==> src/rtl/shot_resolver.sv <==
// shot_resolver: ship/shot boards with synchronized PLACE/FIRE presses resolved to MISS/HIT/REPEAT/REJECT.
// Optional shot budget with LOST outcome when SHOT_LIMIT_EN is defined.
module shot_resolver #(
  parameter int ROWS        = 5,
  parameter int COLS        = 7,
  parameter int MAX_SHIPS   = 9,
  parameter int SYNC_STAGES = 2,
  parameter int MAX_SHOTS   = 20,
  localparam int CW         = $clog2(ROWS*COLS+1)
) (
  input  logic          clk,
  input  logic          rst,
  input  logic          enable,
  input  logic          place,
  input  logic          fire,
  input  logic [2:0]    row,
  input  logic [2:0]    col,
  output logic [1:0]    result,
  output logic          result_valid,
  output logic [1:0]    state,
  output logic          locked,
  output logic [CW-1:0] ships,
  output logic [CW-1:0] hits,
  output logic [CW-1:0] shots,
  output logic          game_over
);

  localparam logic [1:0] SETUP = 2'b00;
  localparam logic [1:0] PLAY  = 2'b01;
  localparam logic [1:0] WON   = 2'b10;
  localparam logic [1:0] LOST  = 2'b11;

  localparam logic [1:0] RES_MISS   = 2'b00;
  localparam logic [1:0] RES_HIT    = 2'b01;
  localparam logic [1:0] RES_REPEAT = 2'b10;
  localparam logic [1:0] RES_REJECT = 2'b11;

  localparam int            NCELL    = ROWS*COLS;
  localparam int            IW       = $clog2(NCELL);
  localparam logic [2:0]    ROW_MAX  = 3'(ROWS);
  localparam logic [2:0]    COL_MAX  = 3'(COLS);
  localparam logic [CW-1:0] SHIP_CAP = CW'(MAX_SHIPS);
`ifdef SHOT_LIMIT_EN
  localparam logic [CW-1:0] SHOT_CAP = CW'(MAX_SHOTS);
`endif

  if (SYNC_STAGES < 2 || MAX_SHIPS > NCELL || MAX_SHOTS < 1) begin : g_param_check
    $error("shot_resolver: illegal parameter combination");
  end

  logic [SYNC_STAGES-1:0] place_sync, fire_sync;
  logic                   place_prev, fire_prev;
  logic                   place_edge, fire_edge;
  logic                   place_evt, fire_evt;
  logic [2:0]             row_q, col_q;

  assign place_edge = place_sync[SYNC_STAGES-1] & ~place_prev;
  assign fire_edge  = fire_sync[SYNC_STAGES-1] & ~fire_prev;

  // Synchronizers reset to ones so a button still held across reset never looks like a new press.
  always_ff @(posedge clk or posedge rst) begin
    if (rst) begin
      place_sync <= '1;
      fire_sync  <= '1;
      place_prev <= 1'b1;
      fire_prev  <= 1'b1;
      place_evt  <= 1'b0;
      fire_evt   <= 1'b0;
      row_q      <= '0;
      col_q      <= '0;
    end else begin
      place_sync <= {place_sync[SYNC_STAGES-2:0], place};
      fire_sync  <= {fire_sync[SYNC_STAGES-2:0], fire};
      place_prev <= place_sync[SYNC_STAGES-1];
      fire_prev  <= fire_sync[SYNC_STAGES-1];
      place_evt  <= place_edge;
      fire_evt   <= fire_edge;
      if (place_edge || fire_edge) begin
        row_q <= row;
        col_q <= col;
      end
    end
  end

  logic [NCELL-1:0] ship_board, shot_board;
  logic [IW-1:0]    idx;
  logic             act, coord_ok, ship_here, shot_here, win;
  logic [CW-1:0]    hits_inc, shots_inc;

  assign idx       = IW'((int'(row_q) - 1) * COLS + int'(col_q) - 1);
  assign coord_ok  = (row_q != 3'd0) && (row_q <= ROW_MAX) && (col_q != 3'd0) && (col_q <= COL_MAX);
  assign act       = (place_evt | fire_evt) & ~state[1];
  assign ship_here = ship_board[idx];
  assign shot_here = shot_board[idx];
  assign hits_inc  = hits + CW'(1);
  assign shots_inc = shots + CW'(1);
  assign win       = ship_here && (hits_inc == ships);

  always_ff @(posedge clk or posedge rst) begin
    if (rst) begin
      state        <= SETUP;
      ship_board   <= '0;
      shot_board   <= '0;
      ships        <= '0;
      hits         <= '0;
      shots        <= '0;
      result       <= RES_MISS;
      result_valid <= 1'b0;
    end else if (!enable) begin
      state        <= SETUP;
      ship_board   <= '0;
      shot_board   <= '0;
      ships        <= '0;
      hits         <= '0;
      shots        <= '0;
      result_valid <= 1'b0;
    end else begin
      result_valid <= act;
      if (act) begin
        if (!coord_ok) begin
          result <= RES_REJECT;
        end else if (fire_evt) begin
          // FIRE wins over a coincident PLACE; the PLACE is simply dropped.
          if (state == SETUP && ships == '0) begin
            result <= RES_REJECT;
          end else begin
            state <= PLAY;
            if (shot_here) begin
              result <= RES_REPEAT;
            end else begin
              shot_board[idx] <= 1'b1;
              shots           <= shots_inc;
              if (ship_here) begin
                result <= RES_HIT;
                hits   <= hits_inc;
              end else begin
                result <= RES_MISS;
              end
              if (win) begin
                state <= WON;
              end
`ifdef SHOT_LIMIT_EN
              else if (shots_inc == SHOT_CAP) begin
                state <= LOST;
              end
`endif
            end
          end
        end else if (state == PLAY) begin
          result <= RES_REJECT;
        end else if (ship_here) begin
          ship_board[idx] <= 1'b0;
          ships           <= ships - CW'(1);
          result          <= RES_MISS;
        end else if (ships == SHIP_CAP) begin
          result <= RES_REJECT;
        end else begin
          ship_board[idx] <= 1'b1;
          ships           <= ships + CW'(1);
          result          <= RES_HIT;
        end
      end
    end
  end

  assign locked    = (state != SETUP);
  assign game_over = state[1];

endmodule

==> config.mk <==
export PLATFORM = sky130hd
export DESIGN_NAME = shot_resolver
export DESIGN_NICKNAME = d
export VERILOG_FILES = /design/src/rtl/shot_resolver.sv
export SDC_FILE = /design/constraint.sdc
export NUM_CORES = 1
export LEC_CHECK = 0
export BUFFER_PORTS_ARGS = -buffer_cell sky130_fd_sc_hd__buf_2
export CORE_ASPECT_RATIO = 1.5
export CORE_MARGIN = 2
export CORE_UTILIZATION = 37
export DETAILED_ROUTE_END_ITERATION = 6
export HOLD_SLACK_MARGIN = 0.06
export PLACE_DENSITY = 0.52
export SYNTH_ARGS = -nofsm -noshare
export SYNTH_HDL_FRONTEND = slang
export SYNTH_SLANG_ARGS = --single-unit
==> constraint.sdc <==
create_clock -name clk -period 8.87 [get_ports clk]
set_input_delay 1.774 -clock clk [delete_from_list [all_inputs] [get_ports clk]]
set_output_delay 1.774 -clock clk [all_outputs]
set_load 0.05 [all_outputs]
== Word level (Yosys, flattened, before mapping) ==
Cells that the tools add are included.

* $add $sub $neg: 7
* $mul: 1
* Magnitude comparators: 4
* Equal/unequal tests: 12
* Multiplexer cells: 55
* Bitwise gates (word level): 11
* Reductions and logical operators: 17

{| class="wikitable"
|+ Operator list
! operator !! number
|-
| two-way mux 35 bit || 13
|-
| two-way mux 6 bit || 20
|-
| OR 35 bit || 2
|-
| AND 35 bit || 1
|-
| inverter 35 bit || 1
|-
| two-way mux 2 bit || 14
|-
| adder 6 x 1 -> 6 bit (second input constant) || 3
|-
| binary-select mux 1 bit (select 6 bit) || 2
|-
| AND reduction 5 bit || 2
|-
| != test 2 x 1 -> 1 bit (second input constant) || 4
|-
| != test 2 bit (second input constant) || 4
|-
| less-than comparator 6 x 7 -> 1 bit (second input constant) || 1
|-
| adder 6 x 4 -> 6 bit || 1
|-
| demux 1 bit (select 6 bit) || 1
|-
| equality test 6 x 4 -> 1 bit (second input constant) || 1
|-
| equality test 6 bit || 1
|-
| >= comparator 6 x 1 -> 1 bit (second input constant) || 1
|-
| less-or-equal comparator 3 bit (second input constant) || 2
|-
| logical AND 1 bit || 6
|-
| zero test 6 bit || 1
|-
| multiplier 4 x 4 -> 6 bit (second input constant) || 1
|-
| AND reduction 6 bit || 1
|-
| nonzero test 3 bit || 2
|-
| subtractor 6 x 1 -> 6 bit (second input constant) || 1
|-
| 13 further kinds || 21
|}

* Flip-flop bits (word level): 107
* Bits of input ports: 11
* Output and inout bits: 25
* Logic and storage cells: 123

== Depth between registers and ports, before layout ==
Gate-level depths: netlist of run 1.

* Depth after elaboration: 16
* Gate-level depth with buffers: 26
* Gate-level depth less buffers: 24

== Worst setup path after synthesis of run 1 ==
Ideal clock, no wire load.

* Path kind: register to register
* Start: register row_q[0]
* End: register ships[5]
* Library setup time: 79 ps
* Data arrival time: 5543 ps
* Required time: 8791 ps
* Setup slack: 3248 ps
* Stages on the path, launching flop included: 27
* Path buffers: 2
* Cells stage by stage: dfrtp_1 > inv_1 > ha_1 > xor2_1 > inv_1 > fa_1 > inv_1 > ha_1 > fa_1 > ha_1 > inv_1 > fa_1 > clkbuf_1 > inv_1 > o21ai_0 > a2111oi_0 > or4_1 > and3_1 > buf_6 > ha_1 > a21o_1 > a21oi_1 > o21bai_1 > a21oi_1 > or3_1 > mux2i_1 > mux2i_1

* Word-level cells in the longest chain between the ends: 12
* Elaborated cells on any way between the ends: 20
* Those cells by class: 3 x add/sub; 1 x mul; 1 x order compare; 2 x eq/ne; 8 x mux; 5 x reduce/logical

{| class="wikitable"
|+ Ends and longest elaborated chain
! item !! line !! RTL
|-
| start, declared || 55 || <nowiki>logic [2:0] row_q, col_q;</nowiki>
|-
| start signal, assigned || 79 || <nowiki>row_q <= row;</nowiki>
|-
| subtractor 3 x 1 -> 4 bit || 90 || <nowiki>assign idx = IW'((int'(row_q) - 1) * COLS + int'(col_q) - 1);</nowiki>
|-
| multiplier 4 x 4 -> 6 bit || 90 ||
|-
| adder 6 x 4 -> 6 bit || 90 ||
|-
| subtractor 6 x 2 -> 6 bit || 90 ||
|-
| binary-select mux 1 bit (select 6 bit) || 93 || <nowiki>assign ship_here = ship_board[idx];</nowiki>
|-
| two-way mux 1 bit (implied by the code) || 93 ||
|-
| two-way mux 6 bit || 151 || <nowiki>end else if (ship_here) begin</nowiki>
|-
| two-way mux 6 bit || 149 || <nowiki>end else if (state == PLAY) begin</nowiki>
|-
| two-way mux 6 bit || 122 || <nowiki>end else if (fire_evt) begin</nowiki>
|-
| two-way mux 6 bit || 120 || <nowiki>if (!coord_ok) begin</nowiki>
|-
| two-way mux 6 bit || 119 || <nowiki>if (act) begin</nowiki>
|-
| two-way mux 6 bit || 109 || <nowiki>end else if (!enable) begin</nowiki>
|-
| end signal, assigned || 153 || <nowiki>ships <= ships - CW'(1);</nowiki>
|-
| end signal, assigned || 159 || <nowiki>ships <= ships + CW'(1);</nowiki>
|-
| end, declared || 22 || <nowiki>output logic [CW-1:0] ships,</nowiki>
|}

Several ways; a longest one is shown, not always the timed one. The select of a mux whose other input is x is not followed.
A chain may end at the register's enable or synchronous reset.

== Final worst setup path of run 1 ==
Ends and elaborated chain as after synthesis.

==> results by group, run 1 <==
Synth
  • Leading cell types by count after synthesis: dfrtp_1 (101), nand2_1 (63), a21oi_1 (50)
  • Fraction of synthesis flops using an asynchronous set or reset pin: 100%
  • Number of enable flip-flop cells after synthesis: 0
  • Number of different library cells in the post-synthesis netlist: 66
  • Cells after synthesis: 627
  • Top FF cell, synth: dfrtp_1
  • Area fraction of the dominant cell type after synthesis: 40.4%
  • Biggest area contributors in the synthesized netlist: dfrtp_1 (40%), o21a_1 (4.3%), a21oi_1 (4.0%)
  • Most used standard cell by instance count after synthesis: dfrtp_1
  • Synth Register Bits: 107
  • Mean instance size in the synthesized netlist: 9.97 µm²
  • Synthesized area: 0.00625 mm²
  • Sequential area share after synthesis: 43.0%
  • Synthesized net count: 661
  • Synth warn: 0
  • Largest area contributor in the synthesized netlist: dfrtp_1

Global routing
  • Antenna violations before repair: 0
  • Residual overflow from global routing: 0
  • Pin count of the biggest net entering global routing: 97
  • Wire length of the first global-routing pass: 27.8 mm
  • Number of global-route vias before repair: 5154
  • Global routing usage summed across all routing layers: 19.9%

Clock tree
  • Hold-fix buffers at CTS: 0
  • Count of buffers added by post-CTS timing repair for setup: 0
  • Post-CTS clock slew at the launch and capture registers of the worst setup and hold paths: 70 ps
  • Number of instances resized during post-cts repair: 0
  • Clock Tree Buf Depth: 2
  • TritonCTS clock tree: built
  • Clock tree root buffer cell: clkbuf_16
  • H-Tree Depth: 3
  • Clock buffer count from CTS: 9
  • Sink Count: 107
  • Clock latency reported for the late side of the worst-skew pair: 350 ps

Placement
  • Detailed placer's ending HPWL: 11.8 mm
  • Count of input and output buffers: 35
  • DP Area: 0.00655 mm²
  • GPL Wtd Cong: 0.856
  • Pre-CTS setup slack: 2370 ps

Timing
  • Post-Route Hold Slack: 357 ps
  • Clock skew after layout: 7.00 ps
  • Final min period: 6550 ps
  • Final Max Slew Viols: 0
  • Setup slack of the critical path after layout: 2320 ps
  • Final Hold Viols: 0
  • Period Utilization, post-route: 73.8%
  • Transition time at the pin with the least slew margin: 1230 ps
  • Unrepaired setup endpoints after global routing: no
  • Setup_tns: 0 ps
  • Worst rel slew slack: 17.7%
  • Maximum clock rate: 153 MHz
  • Final Setup Violations: 0

Setup path
  • Critical setup path kind: flop to flop
  • Cell occurring most often along the worst timing path: ha_1
  • Depth of the critical timing path with buffers and inverters included: 23
  • Largest stage delay, worst path: 680 ps
  • Maximum fanout count along the critical path: 19
  • Path depth of the worst reg2reg path: 23
  • Type of element capturing the critical path: flop
  • Startpoint types: flop
  • Cell chain of the critical path: inv_1, ha_1, xor2_1, inv_1, fa_1, inv_1, ha_1, fa_1, ha_1, buf_4, and2b_1, a2111oi_0, a2111oi_0, or4_1, and3_1, ha_1, a21o_1, a21oi_1, o21bai_1, a21oi_1, or3_1, mux2i_1, mux2i_1
  • Worst EP required: 9140 ps
  • Critical-path cell with the highest stage delay: ha_1
  • CP Buf/Inv Count: 4
  • Delay-heaviest family, CP: adder cells
  • Worst EP arrival: 6820 ps

Final layout
  • Final Instance Area: 0.00686 mm²
  • Share of layout cells above drive strength 1: 16.6%
  • Count of antenna diodes in the layout: 0
  • Signed area change from the synthesized netlist to the final layout: 9.69%
  • Final Net Count: 675
  • Filler Cells Inserted: 1661
  • Register cell area after layout: 0.00269 mm²
  • Total area of multi-input combinational cells: 0.00324 mm²

Floorplanning
  • Core region area: 0.0167 mm²
  • Vertical extent of the die: 163 µm
  • Starting Density: 37.5%
  • Die Width: 110 µm
  • Overall die area: 0.0180 mm²
  • I/O pin count: 36
  • Cell Rows: 58

Routing
  • Remaining design rule violation count: 0
  • Vias per cell: 5.86
  • Post-detailed-route wirelength per cell: 19.9 µm
  • Antenna Nets Post-Route: 0
  • Routed vias: 5020
  • Iteration count of the initial detailed-routing pass: 5
  • Number of DRC violations after detailed-routing iteration 0: 341
  • Total Routed Length: 17.0 mm

Pwr
  • Combinational Power Share: 65.8%
  • Worst ir drop on vdd: 0.274 mV
  • Leakage dissipation: 2.93 nW
  • Net switching power: 1.52 mW
  • Switching part of the total power: 54.2%
  • Total power density per cell area: 410 mW/mm²
  • Internal: 1.29 mW
  • Sequential share of power: 19.4%
  • Clk pwr share: 14.7%

Min path
  • Worst hold-check path type: flop to flop
  • Cells on Worst Hold Path: 0

Run status
  • Run status: finished, final reports clean

Job
  • Max-cap violations: 0
[sequential cells by signal, indices dropped and copies added (netlist names), 2 cells and up]
| register | flops |
|---|---|
| ships | 6 |
| shot_board | 35 |
| ship_board | 35 |
| place_sync | 2 |
| row_q | 3 |
| result | 2 |
| state | 2 |
| hits | 6 |
| shots | 6 |
| col_q | 3 |
| fire_sync | 2 |
[power by group through the flow]
stage / Combinational [mW] / Sequential [mW] / Clock (mW)
detailed placement: 1.85 / 0.555 / 0
floorplan: 1.38 / 0.588 / 0
finish: 1.85 / 0.546 / 0.415
CTS: 1.85 / 0.546 / 0.426
global placement: 1.82 / 0.555 / 0
global route: 2.05 / 0.550 / 0.444
[logic make-up after synthesis]
kind of cell,synth area share (%)
XOR/XNOR,2.66
flip-flops,43.0
buffers and inverters,5.32
AND/OR/NAND/NOR,13.9
AO/OA/AOI/OAI,22.8
multiplexers,7.03
adder cells (fa/ha/maj),5.32
[worst reg2reg max path, stage by stage, from the launching register on]
cell       delay [ps]
dfrtp_1           480
inv_1             170
ha_1              240
xor2_1            180
inv_1             100
fa_1              490
inv_1              40
ha_1              290
fa_1              460
ha_1              680
buf_4             350
and2b_1           220
a2111oi_0         410
a2111oi_0         120
or4_1             480
and3_1            340
ha_1              340
a21o_1            100
a21oi_1            90
o21bai_1          140
a21oi_1            90
or3_1             300
mux2i_1           170
mux2i_1           200
[per-stage QoR]
stage | total power [mW] | cells | utilization [%]
3_3_place_gp | 2.38 | 840 | 39.2
6_report | 2.81 | 856 | 41.1
5_1_grt | 3.04 | 856 | 41.1
2_1_floorplan | 1.97 | 627 | -
4_1_cts | 2.82 | 856 | 41.1
3_5_place_dp | 2.40 | 840 | 39.2
[final cells by class]
cell class                 count  share of cell area (%)
timing repair buffer          45                    3.65
multi-input combinational    449                    47.3
sequential                   107                    39.2
clock buffer                  12                    3.89
tap                          210                    3.83
clock inverter                 4                   0.584
inverter                      29                    1.62
[final timing paths]
| kind | start | endpoint | slack, ps |
|---|---|---|---|
| worst max-delay path | row_q[0] | ships[5] | 2320 |
| worst min-delay path | fire_sync[0] | fire_sync[1] | 360 |
| worst max register to register | row_q[0] | ships[5] | 2320 |
| worst min register to register | fire_sync[0] | fire_sync[1] | 360 |
| max in group asynchronous | rst | ship_board[24] | 6110 |
| min in group asynchronous | rst | shots[5] | 1420 |
[layout by cell type (no fill, tap or decap), types with 3 or more instances in the layout]
cell type,n
o221a_2,15
a211oi_1,10
nor2_1,18
nand4_1,4
o21ai_0,16
o22ai_1,3
nand2_1,63
inv_1,27
buf_4,10
nor3b_1,3
mux4_2,8
xor2_1,7
dfstp_2,6
mux2_2,6
o221ai_1,3
a32o_1,4
xnor2_1,12
dfrtp_1,101
o21ai_1,14
fa_1,6
mux2i_1,18
nor3_1,29
or3_1,3
o211ai_1,3
ha_1,17
buf_2,35
a2111oi_0,5
o21a_1,36
nand2b_1,13
o311ai_0,17
a21o_1,4
a21oi_1,50
and3_1,4
clkbuf_16,9
nor2b_1,5
nand3_1,15
clkbuf_8,3
[layer usage]
metal	share of wire [%]	GRT usage (%)	wire [µm]
met5	0	0	0
met4	2.3	6.42	394
met3	3.2	2.95	550
met2	52	35.4	8860
met1	42	24.4	7200
Power figures use the tool's default switching activity.
==> run 2, diff against run 1 <==
--- a/config.mk
+++ b/config.mk
@@ -11,7 +11,7 @@
 export CORE_UTILIZATION = 37
 export DETAILED_ROUTE_END_ITERATION = 6
 export HOLD_SLACK_MARGIN = 0.06
-export PLACE_DENSITY = 0.52
+export PLACE_DENSITY = 0.54
 export SYNTH_ARGS = -nofsm -noshare
 export SYNTH_HDL_FRONTEND = slang
 export SYNTH_SLANG_ARGS = --single-unit
==> constraint.sdc (replaced) <==
create_clock -name clk -period 5.7 [get_ports clk]
set_input_delay 1.14 -clock clk [delete_from_list [all_inputs] [get_ports clk]]
set_output_delay 1.14 -clock clk [all_outputs]
set_load 0.05 [all_outputs]
==> run 2 against run 1 <==
Against the previous run:
- register-to-register slack worse by 2100 ps
- worst hold slack about the same
- critical path depth unchanged
- non-clock buffer count up 21
- global-route usage up 0.30 points
- die area unchanged
- utilization up 1.8 points
- critical path type unchanged
==> results by group, run 2 (synthesis gave the netlist of run 1 again) <==
Routing
  • Number of DRC violations after detailed-routing iteration 0: 332 (-2.6%)
  • Antenna Nets Post-Route: 0 (unchanged)
  • Remaining design rule violation count: 0 (unchanged)
  • Total Routed Length: 17.5 mm (+3.0%)
  • Routed vias: 5161 (+2.8%)
  • Post-detailed-route wirelength per cell: 20.0 µm (+0.58%)
  • Vias per cell: 5.88 (+0.35%)
  • Iteration count of the initial detailed-routing pass: 5 (unchanged)

Min path
  • Cells on Worst Hold Path: 0 (unchanged)
  • Worst hold-check path type: flop to flop

Timing
  • Final Hold Viols: 0 (unchanged)
  • Final Max Slew Viols: 0 (unchanged)
  • Post-Route Hold Slack: 358 ps (+0.374 ps)
  • Period Utilization, post-route: 96.6% (+23 points)
  • Worst rel slew slack: 29.6% (+12 points)
  • Maximum clock rate: 182 MHz (+19%)
  • Clock skew after layout: 7.71 ps (+0.709 ps)
  • Final Setup Violations: 0 (unchanged)
  • Transition time at the pin with the least slew margin: 1050 ps (-178 ps)
  • Final min period: 5510 ps (-1040 ps)

Final layout
  • Count of antenna diodes in the layout: 0 (unchanged)
  • Register cell area after layout: 0.00269 mm² (unchanged)
  • Filler Cells Inserted: 1590 (-4.3%)
  • Commonest cells after routing, fill and taps aside: dfrtp_1 (101), nand2_1 (63), a21oi_1 (50)
  • Registers with the highest flip-flop counts: ship_board x35, shot_board x35
  • Leading cell type in the layout, fill and taps excluded: dfrtp_1
  • Share of layout cells above drive strength 1: 21.4% (+4.9 points)
  • Signed area change from the synthesized netlist to the final layout: 14.4%
  • Final Net Count: 696 (+3.1%)
  • Total area of multi-input combinational cells: 0.00332 mm² (+2.3%)

Floorplanning
  • Die Width: 110 µm (unchanged)
  • I/O pin count: 36 (unchanged)
  • Vertical extent of the die: 163 µm (unchanged)
  • Overall die area: 0.0180 mm² (unchanged)
  • Cell Rows: 58 (unchanged)
  • Core region area: 0.0167 mm² (unchanged)
  • Starting Density: 37.5% (unchanged)

Clock tree
  • TritonCTS clock tree: built
  • Hold-fix buffers at CTS: 0 (unchanged)
  • Clock latency reported for the late side of the worst-skew pair: 360 ps (about the same)
  • Sink Count: 107 (unchanged)
  • H-Tree Depth: 3 (unchanged)
  • Clock Tree Buf Depth: 2 (unchanged)
  • Clock buffer count from CTS: 9 (unchanged)
  • Clock tree root buffer cell: clkbuf_16
  • Post-CTS clock slew at the launch and capture registers of the worst setup and hold paths: 80 ps (about the same)

Placement
  • GPL Wtd Cong: 0.824 (-3.8%)
  • Count of input and output buffers: 35 (unchanged)
  • Detailed placer's ending HPWL: 11.7 mm (-1.0%)

Setup path
  • Depth of the critical timing path with buffers and inverters included: 23 (unchanged)
  • Critical-path cell with the highest stage delay: or4_4
  • Flop2flop setup slack: 190 ps (-2130 ps)
  • Maximum fanout count along the critical path: 16 (-3)
  • Worst EP arrival: 5790 ps (-1030 ps)
  • Path depth of the worst reg2reg path: 23 (unchanged)
  • Cell occurring most often along the worst timing path: ha_1
  • Critical setup path kind: flop to flop
  • Worst EP required: 5980 ps (-3160 ps)
  • Cell chain of the critical path: inv_2, ha_1, xor2_1, inv_1, fa_1, inv_1, ha_1, fa_1, ha_4, buf_12, mux2_2, o22ai_1, a2111oi_1, or4_4, and3_4, ha_1, a21o_1, a21oi_1, o21bai_1, a21oi_1, or3_1, mux2i_1, mux2i_1
  • CP Buf/Inv Count: 4 (unchanged)
  • Startpoint types: flop
  • Largest stage delay, worst path: 560 ps (-120 ps)
  • Type of element capturing the critical path: flop
  • Delay-heaviest family, CP: adder cells

Global routing
  • Global routing usage summed across all routing layers: 20.2% (+0.30 points)
  • Pin count of the biggest net entering global routing: 96 (-1.0%)
  • Antenna violations before repair: 0 (unchanged)
  • Wire length of the first global-routing pass: 28.1 mm (+1.0%)
  • Number of global-route vias before repair: 5148 (-0.12%)
  • Residual overflow from global routing: 0 (unchanged)

Run status
  • Run status: finished, final reports clean

Job
  • Max-cap violations: 0 (unchanged)
run 2: path summary, 6_finish.rpt:
| check | startpoint | endpoint |
|---|---|---|
| worst max-delay path | row_q[1] | ships[5] |
| worst min-delay path | fire_sync[0] | fire_sync[1] |
| worst max register to register | row_q[1] | ships[5] |
| worst min register to register | fire_sync[0] | fire_sync[1] |
| max in group asynchronous | rst | ship_board[2] |
| min in group asynchronous | rst | hits[0] |
run 2: repair_timing:
| action | 4_1_cts | 5_1_grt |
|---|---|---|
| resized for setup | 3 | 20 |
| gates cloned | 1 | 0 |
| pin swaps | 0 | 6 |
| setup buffers | 1 | 3 |
| setup endpoints to repair | 1 | 2 |
run 2: worst register-to-register path, stage by stage (launching register included):
cell,delay [ps]
dfrtp_1,400
inv_2,80
ha_1,150
xor2_1,190
inv_1,120
fa_1,490
inv_1,40
ha_1,280
fa_1,490
ha_4,310
buf_12,140
mux2_2,350
o22ai_1,130
a2111oi_1,110
or4_4,560
and3_4,210
ha_1,270
a21o_1,110
a21oi_1,90
o21bai_1,160
a21oi_1,90
or3_1,310
mux2i_1,160
mux2i_1,200
run 2: metal layers:
layer / global-route usage [%] / share of wire, %
met5: 0 / 0
met4: 7.39 / 2.8
met3: 2.55 / 3.5
met2: 35.2 / 52
met1: 25.3 / 42
run 2: metrics by stage:
step           util, %  worst slack, ps  instances  cell area (µm²)  TNS, ps
3_3_place_gp      40.1              161        856             6700        0
2_1_floorplan        -             77.6        627             6250        0
5_1_grt           42.9            -25.4        877             7150    -25.4
4_1_cts           42.3             31.2        874             7060        0
6_report          42.9              192        877             7150        0
3_5_place_dp      40.1            -31.9        856             6700    -31.9
run 2: layout make-up:
class,instances,share of cell area (%)
Clock buffer,10,3.34
Clock inverter,6,1.03
Inverter,29,1.56
Multi-Input combinational cell,449,46.4
Sequential cell,107,37.5
Tap cell,210,3.67
Timing Repair Buffer,66,6.51
Power of run 2 is not shown: default switching activity piles up to over one toggle a cycle in this logic, so the estimate is an artifact.
